===== config.mk =====
export PLATFORM = sky130hd
export DESIGN_NAME = seq_signed_divider
export DESIGN_NICKNAME = d
export VERILOG_FILES = /design/src/rtl/seq_signed_divider.sv
export SDC_FILE = /design/constraint.sdc
export NUM_CORES = 1
export LEC_CHECK = 0
export CAP_MARGIN = 10
export CELL_PAD_IN_SITES_DETAIL_PLACEMENT = 1
export CELL_PAD_IN_SITES_GLOBAL_PLACEMENT = 1
export CORE_ASPECT_RATIO = 1.4
export CORE_UTILIZATION = 47
export CTS_BUF_LIST = sky130_fd_sc_hd__clkbuf_2
export CTS_CLUSTER_SIZE = 10
export DETAILED_ROUTE_END_ITERATION = 8
export PLACE_DENSITY = 0.84
export SKIP_LAST_GASP = 1
export SYNTH_ARGS = -nofsm -noshare
export SYNTH_HDL_FRONTEND = slang
export SYNTH_SLANG_ARGS = --single-unit

===== constraint.sdc =====
create_clock -name clk -period 2.9 [get_ports clk]
set_input_delay 0.435 -clock clk [delete_from_list [all_inputs] [get_ports clk]]
set_output_delay 0.435 -clock clk [all_outputs]
set_load 0.01 [all_outputs]

===== src/rtl/seq_signed_divider.sv =====
// Iterative radix-2 non-restoring signed divider, one quotient bit per clock.
// Fixed latency of WIDTH+3 cycles from accepted start to the done pulse.
module seq_signed_divider #(
  parameter int WIDTH = 4
) (
  input  logic             clk,
  input  logic             rst,
  input  logic             start,
  input  logic [WIDTH-1:0] dividend,
  input  logic [WIDTH-1:0] divisor,
  output logic             busy,
  output logic             done,
  output logic [WIDTH-1:0] quotient,
  output logic [WIDTH-1:0] remainder,
  output logic             div_by_zero,
  output logic             overflow
);

  // Partial remainder needs two extra bits: one for the magnitude, one for sign.
  localparam int unsigned RW = WIDTH + 2;
  localparam int unsigned CW = $clog2(WIDTH + 1);

  typedef enum logic [1:0] {IDLE, LOAD, CALC, FIX} state_t;

  state_t           state, state_nx;
  logic [WIDTH-1:0] dvd_q, dvs_q;
  logic [WIDTH:0]   dvs_mag;
  logic [WIDTH-1:0] qm;
  logic [RW-1:0]    rem;
  logic [CW-1:0]    cnt;
  logic             sgn_dvd, sgn_dvs;

  logic [WIDTH-1:0] dvd_abs_c, dvs_abs_c;
  logic [RW-1:0]    shifted_c, step_c;
  logic [WIDTH-1:0] r_mag_c, q_res_c, r_res_c;
  logic             dz_c, ov_c;

  // State register.
  always_ff @(posedge clk or posedge rst) begin
    if (rst) state <= IDLE;
    else     state <= state_nx;
  end

  // Next-state logic.
  always_comb begin
    state_nx = state;
    case (state)
      IDLE:    if (start) state_nx = LOAD;
      LOAD:    state_nx = CALC;
      CALC:    if (cnt == CW'(WIDTH - 1)) state_nx = FIX;
      FIX:     state_nx = IDLE;
      default: state_nx = IDLE;
    endcase
  end

  // Operand magnitudes, one non-restoring step, and sign/special-case fixup.
  always_comb begin
    dvd_abs_c = dvd_q[WIDTH-1] ? WIDTH'(-dvd_q) : dvd_q;
    dvs_abs_c = dvs_q[WIDTH-1] ? WIDTH'(-dvs_q) : dvs_q;
    shifted_c = {rem[RW-2:0], qm[WIDTH-1]};
    step_c    = rem[RW-1] ? shifted_c + RW'(dvs_mag) : shifted_c - RW'(dvs_mag);
    // Restore a negative final remainder; only the low WIDTH bits are significant.
    r_mag_c   = rem[RW-1] ? WIDTH'(rem) + WIDTH'(dvs_mag) : WIDTH'(rem);
    q_res_c   = (sgn_dvd ^ sgn_dvs) ? WIDTH'(-qm) : qm;
    r_res_c   = sgn_dvd ? WIDTH'(-r_mag_c) : r_mag_c;
    dz_c      = (dvs_q == '0);
    ov_c      = (dvd_q == {1'b1, {(WIDTH-1){1'b0}}}) && (dvs_q == '1);
  end

  // Datapath and registered outputs.
  always_ff @(posedge clk or posedge rst) begin
    if (rst) begin
      dvd_q       <= '0;
      dvs_q       <= '0;
      dvs_mag     <= '0;
      qm          <= '0;
      rem         <= '0;
      cnt         <= '0;
      sgn_dvd     <= 1'b0;
      sgn_dvs     <= 1'b0;
      busy        <= 1'b0;
      done        <= 1'b0;
      quotient    <= '0;
      remainder   <= '0;
      div_by_zero <= 1'b0;
      overflow    <= 1'b0;
    end else begin
      busy <= (state_nx != IDLE);
      done <= 1'b0;
      case (state)
        IDLE: begin
          if (start) begin
            dvd_q <= dividend;
            dvs_q <= divisor;
          end
        end
        LOAD: begin
          qm      <= dvd_abs_c;
          dvs_mag <= {1'b0, dvs_abs_c};
          sgn_dvd <= dvd_q[WIDTH-1];
          sgn_dvs <= dvs_q[WIDTH-1];
          rem     <= '0;
          cnt     <= '0;
        end
        CALC: begin
          rem <= step_c;
          qm  <= {qm[WIDTH-2:0], ~step_c[RW-1]};
          cnt <= cnt + CW'(1);
        end
        FIX: begin
          done        <= 1'b1;
          div_by_zero <= dz_c;
          overflow    <= ov_c;
          if (dz_c) begin
            quotient  <= '1;
            remainder <= dvd_q;
          end else begin
            quotient  <= q_res_c;
            remainder <= r_res_c;
          end
        end
        default: ;
      endcase
    end
  end

endmodule

==> impl_metrics.ini <==
[logic_synthesis]
postSynthAreaPerCell_um2 = 10.5
ys_seq_area_share_pct = 43.4
synth_cells = 224
syn_area_mm2 = 0.00236
synth.area.mux_share_pct = 10.5
syn-num-nets = 258
synth_fa_ha_area_share_pct = 12.8
synth_top_family_by_area = adder cells
yosys_most_used_dff = dfrtp_1
ys_ff_latch = 41
synth-simple-area-share_pct = 10.6
async_flop_share_pct = 100
yosys_warnings = 0
synth_cell_types = 43
synth_compound_area_share_pct = 12.2
synth_xor_area_share_pct = 5.19
synth_edf_count = 0

[cts]
cts-root-buf = clkbuf_2
cts_setup_buffers = 0
postCtsHoldBufs = 0
clkLatencyLatePin_ps = 420
htreeDepth = 2
cts_max_path_buffers = 2
numCtsBuffers = 5
cts.repair.resized = 0
cts.clk_slew.worst_paths_ps = 200
clkSinkCount = 41
tritoncts = yes

[setup_path]
r2r_start = dvs_mag[1]
arrival_ps = 2950
path_cells = inv_1, ha_1, mux2_1, ha_1, a211oi_1, o21bai_1, a21oi_1, xnor2_1, a31o_1
cp-end-kind = flop
critPathLaunchType = flop
crit_family = compound AO/OA/AOI/OAI gates
crit_buf_inv = 1
crit_start = dvs_mag[1]
crit_slowest_cell = dfrtp_1
required_ps = 3240
cp_common_cell = ha_1
crit_type = reg2reg
cp_max_fo = 5
cpPeakStageDelay_ps = 480

[grt]
track_usage_pct = 23.0
grt_max_degree = 42
met2_usage_pct = 40.9
gr-usage-met1_pct = 25.1
grt_pass1_vias = 1867
grt_overflow = 0
grt_use_met3_pct = 4.37
grt_pass1_wl_um = 8850
grt_busiest_layer = met2
antenna_found_initial = 0

[power]
powerDensity_mw_per_mm2 = 1190
max-vdd-ir-drop_v = 0.000431
p_leak_nw = 1.20
fin_total_pwr_mw = 3.19

[detailed_routing]
drtIter0Drc = 62
drtPass1Iterations = 4
wl_per_cell_um = 17.0
drc_errors = 0
vias = 1746
avgViaCountPerCell = 5.58
wl_um = 5320
postRouteAntennaNets = 0

[floorplanning]
initial_core_util_pct = 48.8
row_count = 30
die_y_um = 85.9
die_x_um = 61.9
die_area_mm2 = 0.00532
coreArea_mm2 = 0.00484
io_pins = 23

[layout]
final_common_cell = dfrtp_1
fin_nets = 282
diodes = 0
area_growth_pct = 13.3
multiInputGateArea_mm2 = 0.00121
nFillCells = 533
layout_common_cells = dfrtp_1, clkdlybuf4s50_1, inv_1, ha_1, nor2_1
post_layout_nonfiller_instances = 313
seqCellArea_mm2 = 0.00103
drive_above_1_share_pct = 12.4

[worst_hold_path]
hold_class = in2async

[placed_design]
hpwl_um = 4150
dpl.cell_count = 305
port-buffer-count = 22
routabilityCongestion = 0.939

[timing]
whs_ps = 411
skew_ps = 9.31
setup_viol = 0
finalHoldViolCount = 0
worstMarginPinSlew_ps = 766
layout_min_cycle_time_ps = 2610
fmax_ghz = 0.383
drv_slew = 0
relSlewSlack_pct = 48.9
rsz0062_at_grt = false
finalCritPeriodShare_pct = 90.1
finalSetupTns_ps = 0

[run]
drv_cap = 0

[status]
status = completed
==> cells in the mapped netlist, drive strengths merged (5+ instances only) <==
cell type | count | area, µm²
nand3 | 7 | 35.0
dfrtp | 41 | 1030
a21oi | 13 | 65.1
clkbuf | 5 | 28.8
o21ai | 14 | 70.1
nand2 | 11 | 41.3
mux2i | 8 | 80.1
inv | 22 | 82.6
xnor2 | 10 | 87.6
nor2 | 15 | 56.3
o22ai | 5 | 31.3
mux2 | 15 | 169
ha | 21 | 263
==> cells by family after synthesis <==
family	Yosys count
and+or+nand+nor	48
DFF	41
buffers and inverters	29
AOI/OAI and AO/OA	46
adders and majority gates	23
muxes	23
xor gates and xnor gates	14
==> through the flow <==
stage	util, %	cell area, µm²	worst slack [ps]
after CTS	55.3	2680	297
after floorplan	-	2360	604
after global routing	55.3	2680	161
after global placement	54.4	2640	495
after detailed placement	54.4	2640	324
final	55.3	2680	288
==> area by class of cell <==
cell class | instances | area share (%)
Tap cell | 64 | 2.99
Timing Repair Buffer | 24 | 8.79
Inverter | 22 | 3.09
Sequential cell | 41 | 38.3
Multi-Input combinational cell | 154 | 45.3
Clock inverter | 2 | 0.374
Clock buffer | 6 | 1.12
==> where the power goes <==
| group | switching, mW | leakage, nW | total [mW] | internal (mW) |
|---|---|---|---|---|
| clock network | 0.190 | 0.0327 | 0.251 | 0.0605 |
| registers | 0.267 | 0.505 | 1.09 | 0.822 |
| logic | 0.965 | 0.661 | 1.85 | 0.890 |
| total | 1.42 | 1.20 | 3.19 | 1.77 |
==> sequential cells by signal, summed over array words and instances, names as in the netlist <==
name,count
sgn_dvd,1
dvs_q,4
dvd_q,4
done,1
cnt,3
overflow,1
quotient,4
state,2
dvs_mag,4
div_by_zero,1
qm,4
rem,6
remainder,4
sgn_dvs,1
busy,1
==> routing by layer <==
layer  wire length, µm  share of wire [%]  up-vias
li1                  -                  -      824
met1              2110                 40      879
met2              2930                 55       27
met3               107                2.0       16
met4               164                3.1        0
met5                 0                  0        -
==> worst register-to-register path, cell delays in order, from the launching register on <==
cell      delay [ps]
dfrtp_1          480
inv_1            110
ha_1             280
mux2_1           330
ha_1             310
a211oi_1         380
o21bai_1         130
a21oi_1          190
xnor2_1          110
a31o_1           220
==> path summary, 6_finish.rpt <==
check                           endpoint  slack (ps)  depth (start not counted)
worst max-delay path               qm[0]         290                          9
worst min-delay path                done         410                          3
worst max register to register     qm[0]         290                          9
worst min register to register    cnt[0]         510                          1
max in group asynchronous          qm[1]        2110                          3
min in group clk                  cnt[0]         510                          1
Power figures use the tool's default switching activity.
